`src/rtl/barrel_shifter_pkg.sv`:
```
// Shared constants and helpers for the datapath shift unit.
package barrel_shifter_pkg;

   localparam int unsigned SHIFT_WIDTH = 32;

   // True when w is a power of two and at least 2.
   function automatic bit is_pow2(input int unsigned w);
      return (w >= 2) && ((w & (w - 1)) == 0);
   endfunction

endpackage : barrel_shifter_pkg

```
`src/rtl/barrel_stage.sv`:
```
// One stage of the log shifter. It shifts by DIST when en is set and passes the input through otherwise.
module barrel_stage #(
   parameter int unsigned WIDTH = 32,
   parameter int unsigned DIST  = 1
) (
   input  logic [WIDTH-1:0] in,
   input  logic             en,
   input  logic             right,
   input  logic             fill,
   output logic [WIDTH-1:0] out
);

   logic [WIDTH-1:0] shl;
   logic [WIDTH-1:0] shr;

   // Right shifts take the fill bit in at the top. Left shifts always take zeros in at the bottom.
   assign shl = {in[WIDTH-1-DIST:0], {DIST{1'b0}}};
   assign shr = {{DIST{fill}}, in[WIDTH-1:DIST]};

   assign out = en ? (right ? shr : shl) : in;

endmodule : barrel_stage

```
`src/rtl/barrel_shifter.sv`:
```
// 32-bit logarithmic barrel shifter (left, logical right, arithmetic right) with a registered result.
module barrel_shifter
   import barrel_shifter_pkg::*;
#(
   parameter int unsigned WIDTH = SHIFT_WIDTH
) (
   input  logic                       clk,
   input  logic                       rst_n,
   input  logic                       valid_in,
   input  logic [WIDTH-1:0]           d,
   input  logic [$clog2(WIDTH)-1:0]   sa,
   input  logic                       right,
   input  logic                       arith,
   output logic [WIDTH-1:0]           sh,
   output logic                       valid_out
);

   localparam int unsigned SA_W = $clog2(WIDTH);

   logic             fill;
   logic [WIDTH-1:0] stg [SA_W+1];

   // The sign fill comes from the original operand and stays the same at every stage.
   assign fill   = right & arith & d[WIDTH-1];
   assign stg[0] = d;

   for (genvar k = 0; k < SA_W; k++) begin : g_stage
      barrel_stage #(
         .WIDTH (WIDTH),
         .DIST  (2 ** k)
      ) u_stage (
         .in    (stg[k]),
         .en    (sa[k]),
         .right (right),
         .fill  (fill),
         .out   (stg[k+1])
      );
   end

   // Load the result on accepted operations. Otherwise hold it.
   always_ff @(posedge clk or negedge rst_n) begin
      if (!rst_n) begin
         sh        <= '0;
         valid_out <= 1'b0;
      end else begin
         valid_out <= valid_in;
         if (valid_in) begin
            sh <= stg[SA_W];
         end
      end
   end

endmodule : barrel_shifter

```
`config.mk`:
```
export PLATFORM = sky130hd
export DESIGN_NAME = barrel_shifter
export DESIGN_NICKNAME = d
export VERILOG_FILES = /design/src/rtl/barrel_shifter_pkg.sv /design/src/rtl/barrel_stage.sv /design/src/rtl/barrel_shifter.sv
export SDC_FILE = /design/constraint.sdc
export NUM_CORES = 1
export LEC_CHECK = 0
export ABC_AREA = 1
export CAP_MARGIN = 20
export CORE_UTILIZATION = 52
export CTS_BUF_LIST = sky130_fd_sc_hd__clkbuf_8
export DETAILED_ROUTE_END_ITERATION = 6
export GPL_TIMING_DRIVEN = 0
export PLACE_DENSITY_LB_ADDON = 0.12
export RECOVER_POWER = 50
export SLEW_MARGIN = 10
export SYNTH_ARGS = -nofsm -noshare
export SYNTH_HDL_FRONTEND = slang
export SYNTH_HIERARCHICAL = 1
export SYNTH_SLANG_ARGS = --single-unit
export TNS_END_PERCENT = 10
```
`constraint.sdc`:
```
create_clock -name clk -period 0.8 [get_ports clk]
set_input_delay 0.12 -clock clk [delete_from_list [all_inputs] [get_ports clk]]
set_output_delay 0.12 -clock clk [all_outputs]
set_load 0.03 [all_outputs]
```
# [Word-level counts from Yosys, hierarchy flattened]
# Cells that the tools add are included.
[totals] ff_bits=33 latch_bits=0 ramBits=0 mem_bits_ro=0 input_bits=42 out_inout_bits=33 word_cells=14 n_memories=0
[op_classes] addsub=0 n_mul=0 n_div=0 n_lt_le_gt_ge=0 n_eq_ne=0 shifts=0 muxes=10 bitwise_logic=2 reduce_logical=0
[op_table] cell="$mux W32" count=10
[op_table] cell="$and A1 B1 Y1" count=2

# [Depth between registers and ports, before layout]
# Gate-level depths: netlist (run 1).
[logic_depth] word_depth=12 mapped_depth=24 depth_no_buf=22

# [Hierarchy]
# Netlist (run 1), hierarchy kept.
[modules_own_cells] module="barrel_shifter" instances=1 cells_per_inst=140 area_per_inst_um2=1328.8 seq_area_each_um2=825.8
[modules_own_cells] module="barrel_stage (g_stage[0].u_stage)" instances=1 cells_per_inst=206 area_per_inst_um2=870.8 seq_area_each_um2=0.0
[modules_own_cells] module="barrel_stage (g_stage[2].u_stage)" instances=1 cells_per_inst=191 area_per_inst_um2=849.6 seq_area_each_um2=0.0
[modules_own_cells] module="barrel_stage (g_stage[1].u_stage)" instances=1 cells_per_inst=201 area_per_inst_um2=820.8 seq_area_each_um2=0.0
[modules_own_cells] module="barrel_stage (g_stage[3].u_stage)" instances=1 cells_per_inst=174 area_per_inst_um2=748.2 seq_area_each_um2=0.0
[modules_own_cells] module="barrel_stage (g_stage[4].u_stage)" instances=1 cells_per_inst=142 area_per_inst_um2=600.6 seq_area_each_um2=0.0

# [Worst setup path before layout (run 1)]
# OpenSTA, ideal clock, no wires.
[synth_timing] path_kind="input to register" startpoint="input port right" endpoint="register sh[26]" setup_ns=0.118 arrival_time_ns=1.565 t_required_ns=0.682 slack_ns=-0.882 cell_stages=24 path_buffers=2 path_cell_list="buf_6 > inv_2 > buf_6 > nand2_1 > nand3_1 > nand2_1 > inv_1 > nand2_1 > nand3_1 > nand2_1 > inv_1 > nand2_1 > nand3_1 > nand2_1 > inv_1 > nand2_1 > nand3_1 > nand2_1 > nand2_1 > nand2_1 > nand2_1 > nand2_1 > nand2_1 > nand2_1"
[synth_lines] element="start, declared" line="barrel_shifter.sv:12" source="input logic right,"
[synth_lines] element="end signal, assigned" line="barrel_shifter.sv:48" source="sh <= stg[SA_W];"
[synth_lines] element="end, declared" line="barrel_shifter.sv:14" source="output logic [WIDTH-1:0] sh,"

==> results.toml, run 1 <==
[logic_synthesis]
synth-edff-count = 0
synth_flop_cell = "dfrtp_1"
synth.largest_area_cell = "nand2_1"
synth_top_area_share = 0.4725
syn_area_sq_um = 5219
synth_cell_types = 19
synth_fp_nets = 1096
synth_common_cells = "657 x nand2_1, 131 x inv_1, 116 x nand3_1, 33 x dfrtp_1, 29 x buf_2"
ys_warn_count = 6
async_flop_share = 1.000
synth-seq-cells = 33
synth.area.top_cells = "nand2_1 47%, dfrtp_1 16%, nand3_1 11%"
netlist_instances = 1054
syn_avg_cell_area_sq_um = 4.951
yosysMostFrequentCell = "nand2_1"
ys_seq_area_frac = 0.1582

[sta]
layout_setup_ws_ns = -0.9806
period_minus_slack_ns = 1.781
hold_slack_ns = -0.09258
report.final.setup_viol = 65
max-slew-margin-rel = 0.4742
clock.fmax_ghz = 0.5616
period_share = 2.226
max_slew.worst_pin.slew_ns = 0.7887
skew_ns = 0
final-max-slew-violation-count = 0
finalSetupTns_ns = -37.80
finalHoldViolations = 33
rsz0062_at_grt = "yes"

[cells_and_area]
area_delta_synth_final_pct = 44.14
final_net_count = 1206
drive_gt1_frac = 0.4197
fillCellCount = 773
antenna_cells = 0
stdcell_area_sq_um = 7522

[floorplanning]
rows = 36
pin_count = 75
core_sq_um = 9729
start_util = 0.5364
chipHeight_um = 102.2
dieWidth_um = 102.2
die_area_sq_um = 10440

[grt]
grt_max_degree = 34
grt_use_total = 0.3074
grt_overflow = 0
antenna_found_initial = 0
grt_pass1_vias = 5860
grt_pass1_wl_mm = 25.50

[route]
wl_mm = 17.63
postRouteAntennaNets = 0
first_pass_iters = 6
drc = 0
viasPerCell = 5.232
drtIter0Drc = 317
wl_per_cell_um = 13.58
detailroute.via_count = 6791

[power]
leakage_uw = 0.004409
finalPower_uw = 8579
vdd_drop_max_v = 0.0006593
power.density_nw_per_um2 = 1140

[clock_network]
cts_tree = "built"
cts_root_buffer = "clkbuf_8"
htreeDepth = 2
cts_buffer_depth = 2
clock_latency_ns = 0.28
clk_transition_reported_paths_ns = 0.07
clock_sinks = 33
cts-buffers-inserted = 5

[worst_setup_path]
cp-end-kind = "flop"
start_kind = "input pin"
crit_fanout = 8
reg2reg_depth = 2
crit_type = "input pin to flop"
crit_required_ns = 1.03
worstPathArrival_ns = 2.01

[status]
status = "finished, violations left"
violations = "negative hold slack, negative setup slack"

[hold_path]
hp-class = "input pin to asynchronous set/reset pin"

[placement]
io_buffers = 69
dp_hpwl_mm = 12.05
dpl_cell_area_sq_um = 6091
pre_cts_slack_ns = -2.147
gp_congestion = 1.001

[run]
drv_cap = 0
state kept, by name, indices dropped and copies added (netlist names):
signal	count
sh	32
valid_out	1
logic make-up after synthesis:
logic type             after synthesis  share of synthesized area
AOI/OAI and AO/OA                   15                    0.01774
DFF                                 33                     0.1582
and+or+nand+nor                    799                     0.6154
buffers and inverters              207                     0.2086
final timing paths:
kind | start | to | slack, ns
setup / recovery | right | sh[24] | -0.98
hold / removal | rst_n | sh[2] | -0.09
setup reg to reg | sh[0] | sh[0] | 0.18
hold reg to reg | sh[15] | sh[15] | 0.47
max in group asynchronous | rst_n | sh[28] | 0.40
min in group clk | sa[4] | sh[13] | 0.23
power breakdown:
part | total, uW | switching (uW) | internal (uW)
Sequential | 1990 | 115 | 1880
Combinational | 5380 | 3350 | 2030
Clock | 1210 | 606 | 599
Total | 8580 | 4080 | 4500
area by class of cell:
class	count	area, sq um	area share
Multi-Input combinational cell	814	4227	0.5619
Timing Repair Buffer	103	1057	0.1406
Sequential cell	33	825.8	0.1098
Buffer	66	586.8	0.07801
Inverter	141	573.1	0.07618
Tap cell	133	166.4	0.02212
Clock buffer	5	68.82	0.009148
Clock inverter	3	17.52	0.002329
cell usage in the layout, fill, tap and decap left out, types with 32 or more instances in the layout:
master and n:
dlygate4sd2_1 32, nand3_1 53, clkdlybuf4s15_2 32, nand2_2 174
inv_2 73, buf_4 34, nand3_2 63, dfrtp_1 33
inv_1 61, nand2_1 493
metrics by stage:
stage	util	instances
after floorplan	-	1054
after global placement	0.6265	1256
after detailed placement	0.6260	1256
after CTS	0.6880	1287
after global routing	0.7731	1298
final	0.7731	1298
worst max-delay path, cell delays in order:
cell and delay, ns:
buf_12 0.11, buf_12 0.15, clkbuf_16 0.17, nand2_1 0.09, nand3_2 0.07, nand2_2 0.09
inv_2 0.04, nand2_1 0.05, nand3_1 0.08, nand2_2 0.10, inv_2 0.05, nand2_2 0.06
nand3_2 0.09, nand2_4 0.11, inv_2 0.04, nand2_1 0.06, nand3_1 0.07, nand2_1 0.14
nand2_1 0.07, nand2_1 0.06, nand2_1 0.05, nand2_1 0.06, nand2_1 0.05, nand2_1 0.05
routing by layer:
metal,GRT usage,part of all wire
met5,0,0
met1,0.3362,0.37
met3,0.03694,0.059
met2,0.5617,0.50
met4,0.1945,0.070
repair_timing:
item,4_1_cts,5_1_grt
gates cloned,4,2
endpoints found under the setup margin,65,65
setup buffers,20,9
hold endpoints to repair,33,33
gates resized for setup,265,241
pin swaps,123,173
No activity file was read; power rests on OpenSTA's default activity.
==> run 2: changes to the inputs <==
- CORE_UTILIZATION: 52 -> 46
- RECOVER_POWER: 50 -> not set
==> run 2 against run 1 <==
  * The flow still finishes with violations (negative hold slack, negative setup slack)
  * First-iteration DRC count up 12%
  * Worst setup slack better by 0.0089 ns
  * Combinational power down 3.7%
  * Non-clock buffer count up 4
  * Utilization down 9.9 points
  * Critical path depth unchanged
  * Clock skew unchanged
  * Power down 2.4%
  * Sequential power about the same
  * Sequential cell count unchanged
  * Largest cell class unchanged
  * Highest routed layer unchanged
==> results.toml, run 2 (same netlist as run 1, synthesis figures left out) <==
[route]
detailroute.via_count = 6582
wl_mm = 17.48
wl_per_cell_um = 13.35
first_pass_iters = 5
viasPerCell = 5.028
postRouteAntennaNets = 0
drc = 0
drtIter0Drc = 355

[cells_and_area]
final_cells = 1309
final_common_cell = "nand2_1"
final_cell_mix = "509 x nand2_1, 164 x nand2_2, 69 x inv_1, 67 x inv_2, 65 x nand3_1"
area_delta_synth_final_pct = 41.29
reg_top3 = "sh (32), valid_out (1)"
antenna_cells = 0
drive_gt1_frac = 0.3909
fillCellCount = 1041
largest_register_ffs = 32
regMostFlops = "sh"
final_net_count = 1210

[placement]
pre_cts_slack_ns = -2.202
gp_congestion = 0.9571
dp_hpwl_mm = 12.91
io_buffers = 69
place_inst = 1263

[sta]
period_share = 2.215
skew_ns = 0
report.final.setup_viol = 65
final-max-slew-violation-count = 0
layout_setup_ws_ns = -0.9716
period_minus_slack_ns = 1.772
finalHoldViolations = 33
hold_slack_ns = -0.1189
max-slew-margin-rel = 0.5266
finalSetupTns_ns = -37.82
rsz0062_at_grt = "yes"
max_slew.worst_pin.slew_ns = 0.7100
clock.fmax_ghz = 0.5645

[worst_setup_path]
start_kind = "input pin"
crit_type = "input pin to flop"
crit_fanout = 8
r2r-end = "sh[19]"
crit_required_ns = 0.99
r2r-start = "sh[19]"
worstPathArrival_ns = 1.96
r2r_slack_ns = 0.19
cp-end-kind = "flop"
reg2reg_depth = 2

[grt]
grt_max_degree = 34
grt_pass1_vias = 6127
grt_pass1_wl_mm = 27.83
grt_overflow = 0
antenna_found_initial = 0
grt_use_total = 0.2976

[floorplanning]
start_util = 0.4772
dieWidth_um = 108.5
chipHeight_um = 108.5
core_sq_um = 10940
rows = 38
pin_count = 75
die_area_sq_um = 11780

[status]
violations = "negative hold slack, negative setup slack"
status = "finished, violations left"

[clock_network]
clock_latency_ns = 0.28
cts-buffers-inserted = 5
cts_tree = "built"
clk_transition_reported_paths_ns = 0.07
cts_root_buffer = "clkbuf_8"
cts_buffer_depth = 2
clock_sinks = 33
htreeDepth = 2

[power]
p_switching_uw = 3939
leakage_uw = 0.004398
pwr-share-seq = 0.238
swShare = 0.4702
p_comb_frac = 0.619
finalPower_uw = 8377
clkPwrFrac = 0.144
power.density_nw_per_um2 = 1136
vdd_drop_max_v = 0.0009615
power.internal_uw = 4438

[run]
drv_cap = 0

[hold_path]
hp-class = "input pin to asynchronous set/reset pin"
[run 2: timing repair]
action / CTS / global route
resized for setup: 257 / 196
cloned: 5 / 1
endpoints found under the setup margin: 65 / 65
pin swaps: 123 / 121
setup buffers: 22 / 10
endpoints found under the hold margin: 33 / 33
[run 2: power groups by stage]
stage / Clock, uW / Sequential [uW] / Combinational (uW)
finish: 1200 / 1990 / 5180
global route: 1310 / 2020 / 5660
CTS: 1220 / 2000 / 4580
detailed placement: 0 / 2030 / 4220
global placement: 0 / 2020 / 4220
floorplan: 0 / 2450 / 2430
[run 2: cell type report]
type / instances / area (sq um) / area share
multi-input combinational: 814 / 4060 / 0.5507
sequential: 33 / 825.8 / 0.1120
tap: 140 / 175.2 / 0.02376
clock buffer: 5 / 68.82 / 0.009333
timing repair buffer: 107 / 1061 / 0.1439
inverter: 141 / 566.8 / 0.07687
buffer: 66 / 601.8 / 0.08162
clock inverter: 3 / 13.76 / 0.001867
[run 2: critical path, cell delays in order]
cell	delay [ns]
buf_12	0.10
buf_12	0.15
inv_12	0.09
buf_8	0.11
nand2_2	0.04
nand3_1	0.06
nand2_1	0.08
inv_1	0.08
nand2_1	0.06
nand3_2	0.07
nand2_2	0.07
inv_2	0.07
nand2_2	0.05
nand3_2	0.06
nand2_2	0.08
buf_6	0.13
nand2_2	0.04
nand2_1	0.04
nand2_1	0.07
nand2_2	0.08
nand2_1	0.07
nand2_1	0.07
nand2_1	0.09
nand2_1	0.05
[run 2: how the worst max path moves through the flow]
stage,startpoint,endpoint,slack (ns),cells past startpoint
floorplan,right,sh[26],-0.83,24
global placement,right,sh[1],-2.19,23
detailed placement,right,sh[1],-2.20,23
CTS,right,sh[31],-0.92,25
global route,right,sh[24],-1.11,24
finish,right,sh[24],-0.97,24
[run 2: through the flow]
step / area [sq um] / hold slack (ns) / utilization
5_1_grt: 7373 / -0.06654 / 0.6743
3_5_place_dp: 6100 / 0.2075 / 0.5578
6_report: 7373 / -0.1189 / 0.6743
2_1_floorplan: 5239 / -0.1756 / -
4_1_cts: 6726 / -0.1012 / 0.6151
3_3_place_gp: 6105 / 0.4549 / 0.5582
[run 2: routing by layer]
| layer | part of all wire | track usage | vias up |
|---|---|---|---|
| met5 | 0 | 0 | - |
| met4 | 0.050 | 0.1776 | 0 |
| met3 | 0.041 | 0.03436 | 58 |
| met2 | 0.49 | 0.5136 | 216 |
| met1 | 0.42 | 0.3524 | 2956 |
| li1 | - | - | 3352 |
